--- config.mk ---
export PLATFORM = sky130hd
export DESIGN_NAME = normalize_pipe
export DESIGN_NICKNAME = d
export VERILOG_FILES = /design/src/rtl/norm_pkg.sv /design/src/rtl/norm_lzc.sv /design/src/rtl/normalize_pipe.sv
export SDC_FILE = /design/constraint.sdc
export NUM_CORES = 1
export LEC_CHECK = 0
export ABC_AREA = 1
export CELL_PAD_IN_SITES_DETAIL_PLACEMENT = 1
export CELL_PAD_IN_SITES_GLOBAL_PLACEMENT = 1
export CORE_ASPECT_RATIO = 1.2
export CORE_UTILIZATION = 35
export DETAILED_ROUTE_END_ITERATION = 10
export PLACE_DENSITY_LB_ADDON = 0.2
export RECOVER_POWER = 50
export SLEW_MARGIN = 10
export SYNTH_ARGS = -nofsm -noshare
export SYNTH_HDL_FRONTEND = slang
export SYNTH_SLANG_ARGS = --single-unit
--- constraint.sdc ---
create_clock -name clk -period 2.48 [get_ports clk]
set_input_delay 0.372 -clock clk [delete_from_list [all_inputs] [get_ports clk]]
set_output_delay 0.372 -clock clk [all_outputs]
set_load 0.02 [all_outputs]
--- src/rtl/norm_pkg.sv ---
// Shared definitions for the pipelined mantissa normalizer.
// Optional feature macro: NORM_UF_FLAG_EN (adds the out_uf exponent-clamp flag).
package norm_pkg;

    // Default widths matching the single-precision add/sub datapath
    localparam int EXP_W_D  = 8;
    localparam int MANT_W_D = 28;
    localparam int TAG_W_D  = 4;

    // Number of bits needed to encode values 0 .. value-1
    function automatic int clog2(input int value);
        int result;
        int v;
        result = 0;
        v      = value - 1;
        while (v > 0) begin
            result = result + 1;
            v      = v >> 1;
        end
        return result;
    endfunction

    // Operand as carried through the stage registers at the default widths
    typedef struct packed {
        logic [EXP_W_D-1:0]  exp;
        logic [MANT_W_D-1:0] mant;
        logic [TAG_W_D-1:0]  tag;
    } norm_op_t;

endpackage

--- src/rtl/norm_lzc.sv ---
// Combinational leading-zero counter for the normalizer.
// The mantissa is padded with zeros on the LSB side to a whole number of
// nibbles; padding never changes the count of a non-zero input because the
// leading one always lies in the real bits. An all-zero input reports 0
// with the zero flag raised. Macro NORM_UF_FLAG_EN does not affect this block.
module norm_lzc
    import norm_pkg::*;
#(
    parameter int MANT_W = MANT_W_D,
    parameter int SH_W   = clog2(MANT_W + 1)
) (
    input  logic [MANT_W-1:0] mant,
    output logic [SH_W-1:0]   lzc,
    output logic              zero
);

    localparam int NIB   = (MANT_W + 3) / 4;
    localparam int PAD_W = NIB * 4;

    logic [PAD_W-1:0] mant_pad;
    logic [NIB-1:0]   nib_nz;
    logic [1:0]       nib_lz [NIB];

    assign mant_pad = PAD_W'(mant) << (PAD_W - MANT_W);
    assign zero     = ~|mant;

    // Per-nibble presence flag and 2-bit local leading-zero count
    for (genvar gi = 0; gi < NIB; gi++) begin : g_nib
        logic [3:0] nib;
        assign nib        = mant_pad[gi*4 +: 4];
        assign nib_nz[gi] = |nib;
        assign nib_lz[gi] = nib[3] ? 2'd0 :
                            nib[2] ? 2'd1 :
                            nib[1] ? 2'd2 : 2'd3;
    end

    // Priority across nibbles: the highest non-zero nibble wins (scanned last)
    always_comb begin
        lzc = '0;
        for (int i = 0; i < NIB; i++) begin
            if (nib_nz[i]) begin
                lzc = SH_W'((NIB - 1 - i) * 4) + SH_W'(nib_lz[i]);
            end
        end
    end

endmodule

--- src/rtl/normalize_pipe.sv ---
// Two-stage valid/ready mantissa normalizer.
// S1 registers the operand with its leading-zero count; S2 shifts the
// mantissa left and lowers the exponent, clamping at exponent 0 (denormal).
// Ready propagates combinationally back from out_ready (no skid buffer).
// Optional feature macro: NORM_UF_FLAG_EN adds the registered out_uf port.
module normalize_pipe
    import norm_pkg::*;
#(
    parameter int EXP_W  = EXP_W_D,
    parameter int MANT_W = MANT_W_D,
    parameter int TAG_W  = TAG_W_D
) (
    input  logic              clk,
    input  logic              rst_n,
    input  logic              in_valid,
    output logic              in_ready,
    input  logic [EXP_W-1:0]  in_exp,
    input  logic [MANT_W-1:0] in_mant,
    input  logic [TAG_W-1:0]  in_tag,
    output logic              out_valid,
    input  logic              out_ready,
    output logic [EXP_W-1:0]  out_exp,
    output logic [MANT_W-1:0] out_mant,
    output logic [TAG_W-1:0]  out_tag,
    output logic              out_zero
`ifdef NORM_UF_FLAG_EN
    ,
    output logic              out_uf
`endif
);

    localparam int SH_W  = clog2(MANT_W + 1);
    localparam int CMP_W = (EXP_W > SH_W) ? EXP_W : SH_W;

    // Stage register layout at this instance's widths (same shape as norm_op_t)
    typedef struct packed {
        logic [EXP_W-1:0]  exp;
        logic [MANT_W-1:0] mant;
        logic [TAG_W-1:0]  tag;
    } op_t;

    logic              s1_valid_q, s1_valid_d;
    op_t               s1_op_q, s1_op_d;
    logic [SH_W-1:0]   s1_lzc_q, s1_lzc_d;
    logic              s1_zero_q, s1_zero_d;

    logic              out_valid_q, out_valid_d;
    logic [EXP_W-1:0]  out_exp_q, out_exp_d;
    logic [MANT_W-1:0] out_mant_q, out_mant_d;
    logic [TAG_W-1:0]  out_tag_q, out_tag_d;
    logic              out_zero_q, out_zero_d;
`ifdef NORM_UF_FLAG_EN
    logic              out_uf_q, out_uf_d;
    logic              norm_uf;
`endif

    logic              s1_en, s2_en, in_fire;
    logic [SH_W-1:0]   lzc_w;
    logic              zero_w;
    logic [EXP_W-1:0]  norm_exp;
    logic [MANT_W-1:0] norm_mant;
    logic [CMP_W-1:0]  exp_ext, lzc_ext;

    // Stage enables: a stage may load when it is empty or its content leaves
    assign s2_en    = !out_valid_q || out_ready;
    assign s1_en    = !s1_valid_q || s2_en;
    assign in_ready = s1_en;
    assign in_fire  = in_valid && s1_en;

    norm_lzc #(
        .MANT_W (MANT_W),
        .SH_W   (SH_W)
    ) u_lzc (
        .mant (in_mant),
        .lzc  (lzc_w),
        .zero (zero_w)
    );

    // S1 next state: capture operand and its leading-zero count on transfer
    always_comb begin
        s1_valid_d = s1_valid_q;
        s1_op_d    = s1_op_q;
        s1_lzc_d   = s1_lzc_q;
        s1_zero_d  = s1_zero_q;
        if (s1_en) begin
            s1_valid_d = in_valid;
        end
        if (in_fire) begin
            s1_op_d   = '{exp: in_exp, mant: in_mant, tag: in_tag};
            s1_lzc_d  = lzc_w;
            s1_zero_d = zero_w;
        end
    end

    assign exp_ext = CMP_W'(s1_op_q.exp);
    assign lzc_ext = CMP_W'(s1_lzc_q);

    // S2 datapath: full shift when the exponent allows it, else clamp at 0
    always_comb begin
        norm_exp  = s1_op_q.exp;
        norm_mant = s1_op_q.mant;
`ifdef NORM_UF_FLAG_EN
        norm_uf   = 1'b0;
`endif
        if (!s1_zero_q) begin
            if (exp_ext >= lzc_ext) begin
                // In this branch lzc fits in EXP_W bits, so the cast is lossless
                norm_mant = s1_op_q.mant << s1_lzc_q;
                norm_exp  = s1_op_q.exp - EXP_W'(s1_lzc_q);
            end else begin
                norm_mant = s1_op_q.mant << s1_op_q.exp;
                norm_exp  = '0;
`ifdef NORM_UF_FLAG_EN
                norm_uf   = 1'b1;
`endif
            end
        end
    end

    // S2 next state: advance S1 into the output register when allowed
    always_comb begin
        out_valid_d = out_valid_q;
        out_exp_d   = out_exp_q;
        out_mant_d  = out_mant_q;
        out_tag_d   = out_tag_q;
        out_zero_d  = out_zero_q;
`ifdef NORM_UF_FLAG_EN
        out_uf_d    = out_uf_q;
`endif
        if (s2_en) begin
            out_valid_d = s1_valid_q;
            if (s1_valid_q) begin
                out_exp_d  = norm_exp;
                out_mant_d = norm_mant;
                out_tag_d  = s1_op_q.tag;
                out_zero_d = s1_zero_q;
`ifdef NORM_UF_FLAG_EN
                out_uf_d   = norm_uf;
`endif
            end
        end
    end

    // Pipeline registers; reset discards everything in flight immediately
    always_ff @(posedge clk or negedge rst_n) begin
        if (!rst_n) begin
            s1_valid_q  <= 1'b0;
            s1_op_q     <= '0;
            s1_lzc_q    <= '0;
            s1_zero_q   <= 1'b0;
            out_valid_q <= 1'b0;
            out_exp_q   <= '0;
            out_mant_q  <= '0;
            out_tag_q   <= '0;
            out_zero_q  <= 1'b0;
`ifdef NORM_UF_FLAG_EN
            out_uf_q    <= 1'b0;
`endif
        end else begin
            s1_valid_q  <= s1_valid_d;
            s1_op_q     <= s1_op_d;
            s1_lzc_q    <= s1_lzc_d;
            s1_zero_q   <= s1_zero_d;
            out_valid_q <= out_valid_d;
            out_exp_q   <= out_exp_d;
            out_mant_q  <= out_mant_d;
            out_tag_q   <= out_tag_d;
            out_zero_q  <= out_zero_d;
`ifdef NORM_UF_FLAG_EN
            out_uf_q    <= out_uf_d;
`endif
        end
    end

    assign out_valid = out_valid_q;
    assign out_exp   = out_exp_q;
    assign out_mant  = out_mant_q;
    assign out_tag   = out_tag_q;
    assign out_zero  = out_zero_q;
`ifdef NORM_UF_FLAG_EN
    assign out_uf    = out_uf_q;
`endif

endmodule

==> impl_metrics.env, run 1 <==
export IMPL_fin_skew_ps=5.61
export IMPL_critPathLaunchType="register"
export IMPL_period_needed_ps=2760
export IMPL_gr_usage_all_layers=0.308
export IMPL_cts_buffers=9
export IMPL_power_frac_clock=0.202
export IMPL_die_w_um=119
export IMPL_max_vdd_ir_drop_mv=0.431
export IMPL_cp_max_fo=6
export IMPL_diodes=0
export IMPL_hpwl_um=18500
export IMPL_syn_cell_area_um2=5710
export IMPL_ys_seq_area_frac=0.390
export IMPL_vias=6405
export IMPL_total_power_mw=7.69
export IMPL_dieArea_um2=16800
export IMPL_fmax_mhz=363
export IMPL_cts_root_buf="clkbuf_16"
export IMPL_drtAntennaViolNets=0
export IMPL_violations="negative setup slack"
export IMPL_cts_tree="built"
export IMPL_clock_latency_ps=360
export IMPL_switching_share=0.426
export IMPL_syn_nets=870
export IMPL_cts_hold_buf=0
export IMPL_start_util=0.362
export IMPL_htree_levels=3
export IMPL_grt_pass1_wl_um=39100
export IMPL_final_core_util=0.532
export IMPL_hold_viol_final=0
export IMPL_rsz0062_at_grt="true"
export IMPL_place_area_um2=7220
export IMPL_first_global_vias=7056
export IMPL_portBuffers=86
export IMPL_dr_pass1_iters=5
export IMPL_drive_above_1_share=0.234
export IMPL_p_switching_mw=3.27
export IMPL_grt_ovfl_total=0
export IMPL_rows=50
export IMPL_drc=0
export IMPL_nNetsFinal=1023
export IMPL_yosysWarnings=0
export IMPL_synth_seq_cells=89
export IMPL_wl_um=24900
export IMPL_final_max_slew_viol_count=0
export IMPL_worstPathArrival_ps=3010
export IMPL_avgSynthCellArea_um2=6.96
export IMPL_slew_headroom=0.130
export IMPL_dr_first_iter_drc_count=333
export IMPL_synth_edf_count=0
export IMPL_power_density_nw_per_um2=917
export IMPL_totalNegativeSetupSlack_ps=-4600
export IMPL_maxCapViolCount=0
export IMPL_clk_pin_slew_worst_paths_ps=70
export IMPL_path_class="register to register"
export IMPL_status="finished with violations"
export IMPL_worstPathRequired_ps=2730
export IMPL_setup_viol=28
export IMPL_final_area_um2=8380
export IMPL_die_y_um=142
export IMPL_stdcell_count=1186
export IMPL_routed_via_density=5.40
export IMPL_leakage_nw=3.99
export IMPL_grt_max_degree=49
export IMPL_hold_class="input pin to async pin"
export IMPL_synthCells=820
export IMPL_ys_types=43
export IMPL_synthToLayoutAreaGrowth_pct=46.9
export IMPL_comb_power_share=0.516
export IMPL_yosys_area_top_type="dfrtp_1"
export IMPL_ys_flop_type="dfrtp_1"
export IMPL_core_area_um2=15800
export IMPL_gp_congestion=0.866
export IMPL_min_period_over_period=1.11
export IMPL_synth_area_leaders="dfrtp_1 39%, nand2_1 18%, nand3_1 15%"
export IMPL_cp_end_kind="register"
export IMPL_grt_antenna_before_repair=0
export IMPL_worst_pin_slew_ps=1300
export IMPL_layout_setup_ws_ps=-277
export IMPL_rr_worst_depth=19
export IMPL_placed_cells=1144
export IMPL_clk_path_buf_depth=2
export IMPL_seqPwrFrac=0.282
export IMPL_ios=87
export IMPL_internal_power_mw=4.41
export IMPL_clock_sinks=89
export IMPL_routedWlPerCell_um=21.0
export IMPL_synth_top_area_frac=0.390
export IMPL_synthArstFlopShare=1.00
[power groups by stage]
stage	Combinational (mW)	Clock (mW)	Sequential [mW]
5_1_grt	4.29	1.62	2.22
2_1_floorplan	1.50	0	2.46
4_1_cts	3.71	1.57	2.17
6_report	3.97	1.55	2.17
3_5_place_dp	3.40	0	2.19
3_3_place_gp	3.35	0	2.18
[layout by cell type, fill, tap and decap left out, drive strengths merged, types with 2 or more instances in the layout]
master         Yosys  final
bufinv             0      2
buf               15     88
a21oi             17     17
clkinv             1      3
or2                2      2
nand3            171    171
clkbuf            21     13
nand2            281    282
ha                 5      5
xor2               3      3
nor2              29     29
clkdlybuf4s50      0     84
o21ai             66     66
nand4              8      8
nor3               2      2
nor4               2      2
o221ai             4      4
o22ai              2      2
dfrtp             89     89
inv               83     85
o211ai             9      9
o311ai             2      2
[stage by stage]
step	hold slack (ps)	setup slack (ps)
after detailed placement	452	-301
after CTS	71.0	-161
final	273	-277
after global routing	378	-397
after floorplan	76.4	20.8
after global placement	429	-225
[logic make-up after synthesis]
family,count (synthesis),share of synthesized area
adder cells (fa/ha/maj),6,0.0145
buffers and inverters,120,0.0896
XOR/XNOR,3,0.00460
AND/OR/NAND/NOR,496,0.390
flip-flops,89,0.390
AO/OA/AOI/OAI,106,0.112
[layout make-up]
class,count,area (um2)
Clock buffer,9,225
Clock inverter,7,101
Fill cell,1965,7380
Inverter,84,328
Multi-Input combinational cell,612,3490
Sequential cell,89,2230
Tap cell,208,260
Timing Repair Buffer,177,1760
[repair_timing]
| item | in CTS | in global routing |
|---|---|---|
| resized for setup | 73 | 60 |
| setup buffers | 16 | 5 |
| pin swaps | 24 | 25 |
| endpoints found under the setup margin | 28 | 29 |
| cloned | 3 | 2 |
[registers in the layout, summed over array words and instances, names as in the netlist]
| register | count |
|---|---|
| s1_op_q | 32 |
| out_tag | 4 |
| exp_ext | 8 |
| out_exp | 8 |
| s1_lzc_q | 5 |
| s1_zero_q | 1 |
| out_valid | 1 |
| s1_valid_q | 1 |
| out_mant | 28 |
| out_zero | 1 |
[cell usage after synthesis (2+ instances only)]
| cell type | number |
|---|---|
| o21ai_4 | 3 |
| o22ai_1 | 2 |
| nand2_4 | 2 |
| o221ai_1 | 4 |
| o21ai_2 | 2 |
| inv_1 | 79 |
| nand3_2 | 3 |
| buf_2 | 7 |
| nand4_1 | 8 |
| o21ai_0 | 59 |
| nor3_1 | 2 |
| nand2_2 | 7 |
| o211ai_1 | 9 |
| buf_6 | 2 |
| nor2_2 | 2 |
| nor4_1 | 2 |
| or2_2 | 2 |
| buf_4 | 4 |
| nor2_1 | 24 |
| o21ai_1 | 2 |
| ha_1 | 5 |
| nand2_1 | 271 |
| inv_2 | 4 |
| dfrtp_1 | 89 |
| xor2_1 | 3 |
| nand3_1 | 167 |
| a21oi_1 | 17 |
| nor2_4 | 2 |
| clkbuf_1 | 21 |
| buf_8 | 2 |
| o311ai_0 | 2 |
[path summary, 6_finish.rpt]
path | start | end | slack [ps]
min in group clk | out_tag[0] | out_tag[0] | 480
max in group asynchronous | rst_n | out_exp[0] | 530
hold / removal | rst_n | out_mant[13] | 270
hold reg to reg | out_tag[0] | out_tag[0] | 480
setup / recovery | exp_ext[0] | out_mant[19] | -280
setup reg to reg | exp_ext[0] | out_mant[19] | -280
[layer usage]
metal / vias up / global-route usage / part of all wire
met3: 76 / 0.0390 / 0.024
met5: - / 0 / 0
met1: 3170 / 0.348 / 0.40
met4: 0 / 0.181 / 0.057
met2: 149 / 0.555 / 0.52
li1: 3010 / - / -
[worst max-delay path, stage by stage, from the launching register on]
cell and delay (ps):
dfrtp_1 400, inv_2 90, ha_4 150, inv_4 40
fa_2 360, nand2_2 100, nand2_4 60, nand3_4 110
nand2_8 90, buf_12 150, o21ai_4 230, buf_6 180
buf_6 130, nand3_4 80, nand3_2 90, nand2_1 50
nand2_1 60, nand2_1 70, o21ai_1 130, nand2_1 60
Note: power is estimated with default switching activity, not from simulation.
==> inputs of run 2 (changes only) <==
--- a/constraint.sdc
+++ b/constraint.sdc
@@ -3,2 +3,2 @@
 set_output_delay 0.372 -clock clk [all_outputs]
-set_load 0.02 [all_outputs]
+set_load 0.01 [all_outputs]
==> results of run 2 <==
Same layout as run 1 (identical final DEF). Status: finished with violations: negative setup slack.
Among the figures that moved: total power 7.69 mW -> 7.45 mW; worst IR drop on VDD 0.431 mV -> 0.407 mV
==> inputs of run 3 (changes only) <==
Settings changed: TNS_END_PERCENT from default to 50.
==> run 3 against run 2 <==
Net effect:
- the flow still finishes with violations (negative setup slack)
- sequential power about the same
- clock power hardly changed
- non-clock buffer count fell by 1
- global-route usage shrank 0.069 points
- clock skew grew 2.3 ps
- via count grew 1.0%
- cell count is essentially flat
- hold slack improved by 1.5 ps
- first-iteration DRC count down 8.7%
- critical endpoint is now out_mant[16]
- highest routed layer unchanged
- critical path depth stayed put
==> impl_metrics.env, run 3 (synthesis gave the netlist of run 1 again) <==
export IMPL_hpwl_um=18500
export IMPL_cpLargestDelayFamily="simple AND/OR/NAND/NOR gates"
export IMPL_final_common_cell="nand2_1"
export IMPL_dr_pass1_iters=4
export IMPL_grt_pass1_wl_um=39000
export IMPL_largest_register_ffs=32
export IMPL_grt_max_degree=49
export IMPL_clk_pin_slew_worst_paths_ps=70
export IMPL_crit_chain="inv_2, ha_4, inv_4, fa_2, nand2_2, nand2_4, nand3_4, nand2_8, nand2_2, nand2_4, clkbuf_16, nand2_1, nand2_1, nand2_1, nand3_2, nand3_2, nand3_2, nand2_1, nand3_1"
export IMPL_ios=87
export IMPL_final_core_util=0.524
export IMPL_place_area_um2=7220
export IMPL_n_fill_cell=1967
export IMPL_critPathSlowestCell="dfrtp_1"
export IMPL_worstPathRequired_ps=2710
export IMPL_grt_antenna_before_repair=0
export IMPL_rr_worst_depth=19
export IMPL_final_cell_mix="253 x nand2_1, 119 x nand3_1, 89 x dfrtp_1, 83 x clkdlybuf4s50_1, 77 x inv_1"
export IMPL_dr_first_iter_drc_count=304
export IMPL_layout_setup_ws_ps=-259
export IMPL_grt_ovfl_total=0
export IMPL_hold_ws_ps=275
export IMPL_routed_via_density=5.46
export IMPL_crit_path_end="out_mant[16]"
export IMPL_setup_viol=28
export IMPL_hold_class="input pin to async pin"
export IMPL_diodes=0
export IMPL_cts_tree="built"
export IMPL_synthToLayoutAreaGrowth_pct=44.7
export IMPL_cts_root_buf="clkbuf_16"
export IMPL_critical_path_startpoint="exp_ext[0]"
export IMPL_hold_viol_final=0
export IMPL_start_util=0.362
export IMPL_regMostFlops="s1_op_q"
export IMPL_r2r_start="exp_ext[0]"
export IMPL_total_power_mw=7.36
export IMPL_status="finished with violations"
export IMPL_drc=0
export IMPL_fmax_mhz=365
export IMPL_nNetsFinal=1022
export IMPL_routedWlPerCell_um=21.1
export IMPL_worstPathArrival_ps=2970
export IMPL_worst_pin_slew_ps=1300
export IMPL_crit_buf_inv=3
export IMPL_clock_latency_ps=360
export IMPL_htree_levels=3
export IMPL_slew_headroom=0.133
export IMPL_cts_buffers=9
export IMPL_leakage_nw=3.96
export IMPL_power_density_nw_per_um2=890
export IMPL_path_class="register to register"
export IMPL_final_max_slew_viol_count=0
export IMPL_vias=6472
export IMPL_gp_congestion=0.866
export IMPL_final_area_um2=8260
export IMPL_gr_usage_all_layers=0.307
export IMPL_clock_sinks=89
export IMPL_rows=50
export IMPL_period_needed_ps=2740
export IMPL_clk_path_buf_depth=2
export IMPL_fin_skew_ps=7.89
export IMPL_cp_end_kind="register"
export IMPL_min_period_over_period=1.10
export IMPL_core_area_um2=15800
export IMPL_portBuffers=86
export IMPL_cp_depth=19
export IMPL_critPathMostFrequentCell="nand2_1"
export IMPL_regToRegSetupSlack_ps=-260
export IMPL_wl_um=25000
export IMPL_first_global_vias=7058
export IMPL_drive_above_1_share=0.217
export IMPL_r2r_end="out_mant[16]"
export IMPL_die_y_um=142
export IMPL_dieArea_um2=16800
export IMPL_cp_max_fo=5
export IMPL_critPathLaunchType="register"
export IMPL_drtAntennaViolNets=0
export IMPL_rsz0062_at_grt="true"
export IMPL_max_stage_delay_ps=400
export IMPL_die_w_um=119
export IMPL_violations="negative setup slack"
export IMPL_maxCapViolCount=0
export IMPL_max_vdd_ir_drop_mv=0.404
-- run 3: power breakdown --
part	leakage (nW)	internal [mW]	total [mW]	switching [mW]
Clock	0.158	0.894	1.54	0.643
Sequential	1.10	1.85	2.16	0.315
Combinational	2.70	1.63	3.66	2.03
Total	3.96	4.37	7.36	2.99
-- run 3: per-layer routing --
metal	vias up	track usage	wire length, um
met5	-	0	0
met4	0	0.183	1550
met3	84	0.0374	765
met2	185	0.552	12900
met1	3187	0.349	9750
li1	3016	-	-
-- run 3: how the worst min path moves through the flow --
| stage | start | endpoint | slack [ps] | cells past startpoint |
|---|---|---|---|---|
| detailed placement | rst_n | out_mant[13] | 450 | 1 |
| finish | rst_n | out_mant[13] | 270 | 1 |
| global placement | rst_n | out_mant[13] | 430 | 1 |
| CTS | rst_n | out_mant[13] | 70 | 1 |
| floorplan | rst_n | exp_ext[0] | 80 | 0 |
| global route | rst_n | out_mant[13] | 380 | 1 |
-- run 3: metrics by stage --
| step | worst slack, ps | cells | TNS (ps) |
|---|---|---|---|
| 2_1_floorplan | 20.8 | 820 | 0 |
| 3_3_place_gp | -225 | 1144 | -2450 |
| 3_5_place_dp | -301 | 1144 | -4610 |
| 4_1_cts | -161 | 1178 | -3120 |
| 5_1_grt | -398 | 1185 | -8630 |
| 6_report | -259 | 1185 | -5270 |
-- run 3: worst reg2reg max path, delay by kind of cell (launching register included) --
family	cells	cell delay [ps]
flops	1	400
buf+inv	3	310
fa+ha+maj	2	510
simple gates	14	1390
-- run 3: layout make-up --
type | instances | area (um2) | area share
clock inverters | 7 | 101 | 0.0123
multi-input cells | 612 | 3370 | 0.408
inverters | 84 | 328 | 0.0397
repair buffers | 176 | 1750 | 0.212
well taps | 208 | 260 | 0.0315
flip-flops and latches | 89 | 2230 | 0.270
clock buffers | 9 | 225 | 0.0273
-- run 3: repair_timing --
| action | in CTS | in global routing |
|---|---|---|
| hold buffers | 0 | 0 |
| endpoints found under the setup margin | 28 | 29 |
| setup buffers | 15 | 4 |
| gates resized for setup | 68 | 35 |
| pin swaps | 22 | 19 |
| gates cloned | 3 | 3 |
| hold endpoints to repair | 0 | 0 |
